==> src/rtl/mdu_divider_pkg.sv <==
// Shared definitions for the iterative MDU divider: FSM encoding, default widths
// and the fixed start-to-done latency.
package mdu_divider_pkg;

    localparam int unsigned MDU_WIDTH   = 32;
    localparam int unsigned MDU_CNT_W   = 6;
    localparam int unsigned DIV_LATENCY = MDU_WIDTH + 2;

    // Quotient reported for a zero divisor (all ones at the default width).
    localparam logic [MDU_WIDTH-1:0] DIV_BY_ZERO_LO = '1;

    typedef enum logic [1:0] {
        ST_IDLE = 2'd0,
        ST_RUN  = 2'd1,
        ST_FIX  = 2'd2
    } div_state_t;

    // Start-to-done latency for an arbitrary operand width.
    function automatic int unsigned div_latency(input int unsigned width);
        return width + 2;
    endfunction

endpackage

==> src/rtl/mdu_divider_div_step.sv <==
// One restoring-division step on unsigned magnitudes: shift {rem,quot} left,
// subtract the divisor when it fits and shift the result bit into the quotient.
module mdu_divider_div_step #(
    parameter int unsigned WIDTH = 32
) (
    input  logic [WIDTH-1:0] rem,
    input  logic [WIDTH-1:0] quot,
    input  logic [WIDTH-1:0] divisor,
    output logic [WIDTH-1:0] rem_next_c,
    output logic [WIDTH-1:0] quot_next_c
);

    logic [WIDTH:0] shifted;
    logic [WIDTH:0] divisor_ext;
    logic           fits;

    // One extra bit: the shifted remainder can exceed 2^WIDTH for large divisors.
    always_comb begin
        shifted     = {rem, quot[WIDTH-1]};
        divisor_ext = {1'b0, divisor};
        fits        = (shifted >= divisor_ext);
        rem_next_c  = WIDTH'(fits ? (shifted - divisor_ext) : shifted);
        quot_next_c = {quot[WIDTH-2:0], fits};
    end

endmodule

==> src/rtl/mdu_divider.sv <==
// Multi-cycle DIV/DIVU unit: quotient to lo, remainder to hi, start/busy/done
// handshake with a fixed WIDTH+2 cycle latency including divide-by-zero.
module mdu_divider
    import mdu_divider_pkg::*;
#(
    parameter int unsigned WIDTH = MDU_WIDTH,
    parameter int unsigned CNT_W = MDU_CNT_W
) (
    input  logic             clk,
    input  logic             rst,
    input  logic             start,
    input  logic             is_signed,
    input  logic [WIDTH-1:0] a,
    input  logic [WIDTH-1:0] b,
    output logic             busy,
    output logic             done,
    output logic [WIDTH-1:0] lo,
    output logic [WIDTH-1:0] hi,
    output logic             div_by_zero
);

    localparam logic [CNT_W-1:0] LAST_STEP = CNT_W'(WIDTH - 1);

    div_state_t       state_q, state_d;
    logic [CNT_W-1:0] cnt_q, cnt_d;
    logic [WIDTH-1:0] rem_q, rem_d;
    logic [WIDTH-1:0] quot_q, quot_d;
    logic [WIDTH-1:0] dvsr_q, dvsr_d;
    logic [WIDTH-1:0] a_q, a_d;
    logic             neg_quot_q, neg_quot_d;
    logic             neg_rem_q, neg_rem_d;
    logic             zero_q, zero_d;
    logic             busy_d, done_d, dbz_d;
    logic [WIDTH-1:0] lo_d, hi_d;
    logic [WIDTH-1:0] step_rem_c, step_quot_c;

    mdu_divider_div_step #(
        .WIDTH(WIDTH)
    ) u_div_step (
        .rem        (rem_q),
        .quot       (quot_q),
        .divisor    (dvsr_q),
        .rem_next_c (step_rem_c),
        .quot_next_c(step_quot_c)
    );

    // Next-state and datapath control; operands are only captured in IDLE.
    always_comb begin
        state_d    = state_q;
        cnt_d      = cnt_q;
        rem_d      = rem_q;
        quot_d     = quot_q;
        dvsr_d     = dvsr_q;
        a_d        = a_q;
        neg_quot_d = neg_quot_q;
        neg_rem_d  = neg_rem_q;
        zero_d     = zero_q;
        busy_d     = busy;
        done_d     = 1'b0;
        lo_d       = lo;
        hi_d       = hi;
        dbz_d      = div_by_zero;

        unique case (state_q)
            ST_IDLE: begin
                if (start) begin
                    a_d        = a;
                    quot_d     = (is_signed && a[WIDTH-1]) ? -a : a;
                    dvsr_d     = (is_signed && b[WIDTH-1]) ? -b : b;
                    rem_d      = '0;
                    cnt_d      = '0;
                    neg_quot_d = is_signed && (a[WIDTH-1] ^ b[WIDTH-1]);
                    neg_rem_d  = is_signed && a[WIDTH-1];
                    zero_d     = (b == '0);
                    busy_d     = 1'b1;
                    state_d    = ST_RUN;
                end
            end
            ST_RUN: begin
                rem_d  = step_rem_c;
                quot_d = step_quot_c;
                cnt_d  = cnt_q + CNT_W'(1);
                if (cnt_q == LAST_STEP) begin
                    state_d = ST_FIX;
                end
            end
            ST_FIX: begin
                // Zero divisor overrides the magnitude result; hi returns the raw dividend.
                if (zero_q) begin
                    lo_d  = '1;
                    hi_d  = a_q;
                    dbz_d = 1'b1;
                end else begin
                    lo_d  = neg_quot_q ? -quot_q : quot_q;
                    hi_d  = neg_rem_q ? -rem_q : rem_q;
                    dbz_d = 1'b0;
                end
                busy_d  = 1'b0;
                done_d  = 1'b1;
                state_d = ST_IDLE;
            end
            default: begin
                busy_d  = 1'b0;
                state_d = ST_IDLE;
            end
        endcase
    end

    // State and output registers; synchronous reset aborts any operation.
    always_ff @(posedge clk) begin
        if (rst) begin
            state_q     <= ST_IDLE;
            cnt_q       <= '0;
            rem_q       <= '0;
            quot_q      <= '0;
            dvsr_q      <= '0;
            a_q         <= '0;
            neg_quot_q  <= 1'b0;
            neg_rem_q   <= 1'b0;
            zero_q      <= 1'b0;
            busy        <= 1'b0;
            done        <= 1'b0;
            lo          <= '0;
            hi          <= '0;
            div_by_zero <= 1'b0;
        end else begin
            state_q     <= state_d;
            cnt_q       <= cnt_d;
            rem_q       <= rem_d;
            quot_q      <= quot_d;
            dvsr_q      <= dvsr_d;
            a_q         <= a_d;
            neg_quot_q  <= neg_quot_d;
            neg_rem_q   <= neg_rem_d;
            zero_q      <= zero_d;
            busy        <= busy_d;
            done        <= done_d;
            lo          <= lo_d;
            hi          <= hi_d;
            div_by_zero <= dbz_d;
        end
    end

endmodule

==> config.mk <==
export PLATFORM = sky130hd
export DESIGN_NAME = mdu_divider
export DESIGN_NICKNAME = d
export VERILOG_FILES = /design/src/rtl/mdu_divider_pkg.sv /design/src/rtl/mdu_divider_div_step.sv /design/src/rtl/mdu_divider.sv
export SDC_FILE = /design/constraint.sdc
export NUM_CORES = 1
export LEC_CHECK = 0
export ABC_AREA = 1
export CAP_MARGIN = 20
export CELL_PAD_IN_SITES_DETAIL_PLACEMENT = 1
export CELL_PAD_IN_SITES_GLOBAL_PLACEMENT = 2
export CORE_ASPECT_RATIO = 2
export CORE_MARGIN = 1
export CORE_UTILIZATION = 34
export CTS_BUF_LIST = sky130_fd_sc_hd__clkbuf_4 sky130_fd_sc_hd__clkbuf_8 sky130_fd_sc_hd__clkbuf_16
export CTS_CLUSTER_DIAMETER = 30
export DETAILED_ROUTE_END_ITERATION = 8
export HOLD_SLACK_MARGIN = 0.1
export PLACE_DENSITY_LB_ADDON = 0.1
export SLEW_MARGIN = 20
export SYNTH_ARGS = -nofsm -noshare
export SYNTH_HDL_FRONTEND = slang
export SYNTH_SLANG_ARGS = --single-unit
==> constraint.sdc <==
create_clock -name clk -period 3.44 [get_ports clk]
set_clock_uncertainty 0.15 [all_clocks]
set_input_delay 0.516 -clock clk [delete_from_list [all_inputs] [get_ports clk]]
set_output_delay 0.516 -clock clk [all_outputs]
set_load 0.1 [all_outputs]
Yosys cells after proc, flatten, opt, wreduce, memory -nomap -nowiden
Cells that the tools add are included.

Add/sub/neg operators: 6. $lt $le $gt $ge: 1. Eq/ne operators: 5. Multiplexer cells: 20. Bitwise gates (word level): 2. Reduce and logical (&&, ||, !) cells: 10.

Operator list (count): 2-to-1 mux 32 bit (9); negator 32 bit (4); one-hot mux 32 bit (2 select lines) (2); >= comparator 33 x 32 -> 1 bit (1); zero test 32 bit (1); subtractor 32 bit (1); one-hot mux 6 bit (2 select lines) (1); AND reduction 2 bit (4); adder 6 x 1 -> 6 bit (second input constant) (1); == test 6 x 5 -> 1 bit (second input constant) (1); 2-to-1 mux 6 bit (1); 2-to-1 mux 2 bit (2); != test 2 bit (second input constant) (2); one-hot mux 2 bit (2 select lines) (1); logical AND 1 bit (3); 2-to-1 mux 1 bit (3); == test 2 x 1 -> 1 bit (second input constant) (1); == test 2 bit (second input constant) (1); zero test 2 bit (1); one-hot mux 1 bit (2 select lines) (1); nonzero test 2 bit (1); NOT 1 bit (1); XOR 1 bit (1).

Flip-flop bits (word level): 206. Bits of input ports: 68. Output and inout port bits: 67. Word-level logic and storage cells: 58.

Depth between registers and ports, before layout
Gate-level depths: netlist of the first run.

Depth in word-level cells: 4. Gate-level depth with buffers: 16. Gate-level depth less buffers: 16.

By module
Synthesis of the first run repeated with hierarchy kept, for this count alone.

Cells, all modules: 2455. Area total of the unflattened synthesis: 14861.8 um2.

Modules (own cells, without submodules): mdu_divider (instances 1, cells each 1776, area each 11461.0 um2, seq. area each 4124.0 um2); mdu_divider_div_step (instances 1, cells each 679, area each 3400.8 um2, seq. area each 0.0 um2).

Worst setup path before layout of the first run
No wires, ideal clock.

Path kind: flip-flop to flip-flop. Start point: register rem_q[18]. End point: register rem_q[14]. Library setup time: 0.142 ns. Arrival: 1.808 ns. Required time: 3.148 ns. Slack: 1.340 ns. Cell stages (with the launch flop): 14. Path buffers: 1. Period minus slack after synthesis: 2.100 ns. Cells stage by stage: dfxtp_1 -> ha_1 -> nand2_1 -> nor2_4 -> nand2_2 -> nor2_4 -> nand3_2 -> nand3_4 -> nor2_8 -> nand2_8 -> buf_12 -> nand2_4 -> nand3_2 -> a21oi_2.

Longest elaborated chain between the ends: 3.

RTL lines: start: declaration (line mdu_divider.sv:26) `logic [WIDTH-1:0] rem_q, rem_d;`; start signal: assignment (line mdu_divider.sv:129) `rem_q <= rem_d;`; >= comparator 33 x 32 -> 1 bit (line mdu_divider_div_step.sv:21) `fits = (shifted >= divisor_ext);`; 2-to-1 mux 32 bit (line mdu_divider_div_step.sv:22) `rem_next_c = WIDTH'(fits ? (shifted - divisor_ext) : shifted);`; one-hot mux 32 bit (2 select lines) (line mdu_divider.sv:64) `unique case (state_q)`.

Every way passes these cells. A chain may end at the register's enable or synchronous reset.

Final worst setup path of the first run
Start point: register quot_q[31]. End point: register rem_q[20].

Longest elaborated chain between the ends: 3. Elaborated cells on any way between the ends: 4. Classes of those cells: add/sub (1); order compare (1); mux (2).

RTL lines: start: declaration (line mdu_divider.sv:27) `logic [WIDTH-1:0] quot_q, quot_d;`; start signal: assignment (line mdu_divider.sv:130) `quot_q <= quot_d;`; subtractor 32 bit or >= comparator 33 x 32 -> 1 bit (tied branches) (line mdu_divider_div_step.sv:22, mdu_divider_div_step.sv:21); 2-to-1 mux 32 bit (*) (line mdu_divider_div_step.sv:22); one-hot mux 32 bit (2 select lines) (*) (line mdu_divider.sv:64).

Every way passes the cells marked *; elsewhere a longest branch is shown, timed or not.

==> results of run 1 <==
-- critical path, cell delays in order, from the launching register on --
cell	delay, ps
dfxtp_1	480
inv_1	150
ha_1	220
inv_1	200
fa_1	360
nand2_1	80
nand3_1	90
and2_1	230
nand4_1	270
nand4_1	160
nand2_1	130
nand2_4	90
nand3_2	60
a21oi_2	150
-- synthesized netlist by cell type, types with 19 or more instances --
| cell type | instances |
|---|---|
| nand2_1 | 554 |
| inv_1 | 362 |
| nor2_1 | 233 |
| dfxtp_1 | 206 |
| nand3_1 | 145 |
| o21ai_0 | 134 |
| a21oi_1 | 99 |
| clkbuf_1 | 54 |
| nand3_2 | 44 |
| a31oi_1 | 38 |
| ha_1 | 37 |
| xor2_1 | 37 |
| nand4_1 | 32 |
| a21oi_2 | 29 |
| nand2_2 | 29 |
| o221ai_1 | 24 |
| nor3_1 | 22 |
| xnor2_1 | 19 |
-- layout make-up --
type | instances | area [µm²] | area share, %
clock inverters | 30 | 438 | 2.45
multi-input cells | 1608 | 8530 | 47.8
inverters | 377 | 1420 | 7.94
flip-flops and latches | 206 | 4120 | 23.1
well taps | 540 | 676 | 3.79
repair buffers | 168 | 1530 | 8.60
clock buffers | 48 | 1130 | 6.35
-- worst paths after layout --
check	end	slack, ps	depth (start not counted)
hold reg to reg	a_q[31]	300	2
setup / recovery	rem_q[20]	530	13
hold / removal	a_q[31]	300	2
setup reg to reg	rem_q[20]	530	13
-- metal layers --
| layer | share of wire, % | wire length (µm) | track usage [%] | vias up |
|---|---|---|---|---|
| met5 | 0 | 0 | 0 | - |
| met4 | 7.6 | 4800 | 20.0 | 0 |
| met3 | 2.4 | 1500 | 2.85 | 152 |
| met2 | 56 | 35200 | 59.8 | 278 |
| met1 | 34 | 21300 | 26.6 | 7318 |
| li1 | - | - | - | 7580 |
-- registers in the layout, summed over array words and instances (netlist names) --
name         cells
lo              32
quot_q          32
div_by_zero      1
rem_q           32
hi              32
cnt_q            6
zero_q           1
neg_quot_q       1
neg_rem_q        1
busy             1
done             1
a_q             32
state_q          2
dvsr_q          32
-- through the flow --
stage	cells	power [mW]
2_1_floorplan	2280	6.78
3_3_place_gp	2899	8.40
3_5_place_dp	2899	8.46
4_1_cts	2977	13.0
5_1_grt	2977	13.6
6_report	2977	12.9
-- kinds of logic (layout without fill, tap and decap cells) --
kind of cell             after synthesis  in the layout
AO/OA/AOI/OAI                        395            395
XOR/XNOR                              56             56
adder cells (fa/ha/maj)               38             38
buffers and inverters                466            623
flip-flops                           206            206
AND/OR/NAND/NOR                     1119           1119
-- power by group through the flow --
stage                     sequential [mW]  clock (mW)  combinational [mW]
final                                2.84        4.48                5.60
after CTS                            2.84        4.57                5.64
after global routing                 2.86        4.66                6.12
after detailed placement             2.88           0                5.58
after floorplan                      2.98           0                3.80
after global placement               2.88           0                5.52
==> out/qor.csv, run 1 <==
metric,value,unit
r2r-start,quot_q[31],
grt_pass1_vias,16800,
n_antenna_cell,0,
synth_top_family_by_area,simple AND/OR/NAND/NOR gates,
ir_drop,0.000469,V
cts_tree,yes,
worstPathArrival,3230,ps
overflow,0,
fin_util,42.6,%
cts_resized,0,
post_drt_wl_per_cell,21.1,µm
worst_slack,532,ps
antenna_found_initial,0,
synth-seq-area-share,28.5,%
clk_pin_slew,50,ps
cap_violations,0,
fin_crit_sh,84.5,%
grt_pass1_wl,96300,µm
placement.io_buffers,134,
die_height,294,µm
hp-class,flop to flop,
yosysTopAreaCell,dfxtp_1,
ys_warn_count,0,
worstSkewPairLatency,570,ps
p_seq_share,22.0,%
ys.flop_type,dfxtp_1,
drtIter0Drc,419,
grt_max_degree,88,
avgSynthCellArea,6.35,µm²
synth_compound_area_share,16.4,%
fin_crit,2910,ps
die_area,43500,µm²
hold_start,a_q[31],
setup_tns,0,ps
vias_per_cell,5.15,
p_leak,8.55,nW
rows,106,
synthTopCellsByArea,"dfxtp_1 (28%), nand2_1 (14%), inv_1 (9.4%)",
ant_nets,0,
hold_buffers,0,
synth_cell_types,55,
coreArea,41900,µm²
synth.area.mux_share,0,%
synthAdderAreaFrac,3.34,%
cp-end-kind,flop,
ys_ff_latch,206,
synth_xor_area_share,3.39,%
finalSetupViolCount,0,
post-synth-top-area-fraction,28.5,%
area_growth,23.3,%
critPathLaunch,quot_q[31],
slew_headroom,32.0,%
rsz0062_at_grt,false,
dp_hpwl,50200,µm
h-tree-depth,2,
pwr-share-comb,43.3,%
cts_root_buf,clkbuf_16,
final_common_cell,nand2_1,
critPathLaunchType,flop,
p_int,7.21,mW
ios,135,
fmax,0.344,GHz
cts_setup_buffers,0,
worst-slew-pin-transition,1020,ps
drive_above_1_share,13.4,%
worst_hold_slack,298,ps
status,"complete, no violations",
track_usage,29.4,%
dp_slack,362,ps
die_width,148,µm
first_pass_iters,4,
cp_max_fo,4,
synth_edf_count,0,
final_cell_mix,"nand2_1 (554), inv_1 (361), nor2_1 (233)",
synthCells,2280,
p_per_area,724,nW/µm²
syn_nets,2386,
place_area,16300,µm²
clkSinkCount,206,
synthesis.area,14500,µm²
crit_type,flop to flop,
start_util,34.5,%
final_hold_viol_count,0,
cp_data_required_time,3760,ps
synth-simple-area-share,35.6,%
switchingPower,5.71,mW
final_design_area_no_fill,17800,µm²
synthArstFlopShare,0,%
p_clk_share,34.7,%
fillCellCount,5550,
gp_congestion,0.984,
cts_buffers,42,
vias,15300,
drc_errors,0,
final_max_slew_viol_count,0,
clk_path_buf_depth,3,
p_sw_share,44.2,%
finalWirelength,62800,µm
nNetsFinal,2509,
(Power assumes the default switching activity.)
==> inputs of run 2 (changes only) <==
Settings changed: CORE_UTILIZATION 34 to 29.
Clock period 3.44 ns to 2.6 ns, I/O delays scaled along.
==> out/qor.csv, run 2 (synthesis results as in run 1) <==
metric,value,unit,change
status,"complete, no violations",,
cts_buffers,44,,+4.8%
clkSinkCount,206,,unchanged
grt_pass1_wl,100000,µm,+4.0%
p_per_area,930,nW/µm²,+28%
p_sw_share,43.7,%,-0.51 points
cp_data_required_time,2850,ps,-910 ps
fmax,0.396,GHz,+15%
die_area,50900,µm²,+17%
worstPathArrival,2780,ps,-450 ps
final_max_slew_viol_count,0,,unchanged
finalWirelength,65500,µm,+4.3%
ff2ff_setup_slack,70,ps,-460 ps
dp_cells,3121,,+7.7%
fin_crit,2530,ps,-379 ps
clk_pin_slew,50,ps,about the same
cp-end-kind,flop,,
cp_max_fo,13,,+9
critPathLaunch,dvsr_q[25],,
nNetsFinal,2630,,+4.8%
final_hold_viol_count,0,,unchanged
crit_type,flop to flop,,
rr_endpoint,rem_q[4],,
area_growth,31.5,%,
dp_hpwl,53300,µm,+6.2%
pwr-share-comb,46.6,%,+3.3 points
p_leak,9.19,nW,+7.5%
p_clk_share,32.5,%,-2.2 points
rsz0062_at_grt,true,,
h-tree-depth,2,,unchanged
hp-class,primary input to flop,,
die_height,318,µm,+8.2%
ios,135,,unchanged
ant_nets,0,,unchanged
placement.io_buffers,134,,unchanged
post_drt_wl_per_cell,20.4,µm,-3.1%
cts_setup_buffers,0,,unchanged
worstSkewPairLatency,570,ps,about the same
drtIter0Drc,513,,+22%
worst-slew-pin-transition,861,ps,-156 ps
die_width,160,µm,+8.2%
drc_errors,0,,unchanged
grt_max_degree,128,,+45%
final_common_cell,nand2_1,,
fillCellCount,6365,,+15%
p_int,9.96,mW,+38%
track_usage,25.9,%,-3.6 points
n_antenna_cell,0,,unchanged
cts_tree,yes,,
p_seq_share,20.9,%,-1.1 points
critPathLaunchType,flop,,
clk_path_buf_depth,3,,unchanged
rows,115,,+8.5%
first_pass_iters,5,,+1
fin_crit_sh,97.2,%,+13 points
finalSetupViolCount,0,,unchanged
final_cell_mix,"nand2_1 (549), inv_1 (359), nor2_1 (229)",,
fin_util,38.7,%,-3.9 points
final_cells,3203,,+7.6%
coreArea,49200,µm²,+17%
r2r-start,dvsr_q[25],,
vias_per_cell,4.92,,-4.4%
overflow,0,,unchanged
start_util,29.4,%,-5.1 points
vias,15800,,+2.8%
hold_buffers,0,,unchanged
drive_above_1_share,19.5,%,+6.0 points
cts_root_buf,clkbuf_16,,
cap_violations,0,,unchanged
gp_congestion,0.919,,-6.6%
endpoint,rem_q[4],,
switchingPower,7.73,mW,+35%
antenna_found_initial,0,,unchanged
reg2regPathDepth,14,,+1
ir_drop,0.000534,V,+14%
grt_pass1_vias,17100,,+1.5%
slew_headroom,42.6,%,+11 points
## run 2: layer usage
metal  wire [µm]  global-route usage [%]  vias to the layer above
met5           0                       0                        -
met4        4900                    17.2                        0
met3        1340                    2.23                      155
met2       37000                    53.0                      281
met1       22300                    23.3                     7505
li1            -                       -                     7823
## run 2: critical path, cell delays in order, from the launching register on
cell     delay, ps
dfxtp_1        300
inv_1          180
ha_1           440
nand2_1        130
nor2_4         170
nand2_1         90
nor2_2         140
nand3_2        120
nand3_4        130
nor2_8          50
nand2_8        120
buf_12         160
nand2_2         70
nand3_2         70
a21oi_2         50
## run 2: power by group through the flow
stage	sequential, mW	combinational, mW	clock [mW]
5_1_grt	3.74	9.05	6.03
3_5_place_dp	3.75	8.14	0
6_report	3.71	8.24	5.75
4_1_cts	3.70	8.22	5.88
2_1_floorplan	3.95	5.03	0
3_3_place_gp	3.75	8.06	0
## run 2: cell type report
class / instances / area (µm²) / share of cell area (%)
Tap cell: 643 / 805 / 4.23
Inverter: 377 / 1420 / 7.43
Multi-Input combinational cell: 1608 / 8680 / 45.6
Sequential cell: 206 / 4130 / 21.7
Clock buffer: 51 / 1180 / 6.19
Timing Repair Buffer: 287 / 2490 / 13.1
Clock inverter: 31 / 344 / 1.81
## run 2: what timing repair did
action,4_1_cts,5_1_grt
pin swaps,0,3
endpoints found under the hold margin,0,0
gates resized for setup,5,31
setup endpoints to repair,34,39
## run 2: worst min path at each step
stage / cells after the start / from / to / slack (ps)
floorplan: 2 / a_q[13] / a_q[13] / 270
global placement: 2 / a_q[31] / a_q[31] / 280
detailed placement: 2 / a_q[13] / a_q[13] / 290
CTS: 4 / rst / quot_q[5] / 110
global route: 4 / rst / quot_q[5] / 140
finish: 4 / rst / quot_q[6] / 120
## run 2: through the flow
| step | instance area, µm² | total power, mW | TNS [ps] | hold WS [ps] | setup slack, ps |
|---|---|---|---|---|---|
| floorplan | 14500 | 8.98 | 0 | 274 | 500 |
| global placement | 17400 | 11.8 | -2540 | 285 | -300 |
| detailed placement | 17400 | 11.9 | -3790 | 292 | -303 |
| CTS | 18900 | 17.8 | 0 | 115 | 0.710 |
| global route | 19000 | 18.8 | -25.6 | 137 | -14.7 |
| finish | 19000 | 17.7 | 0 | 120 | 71.6 |
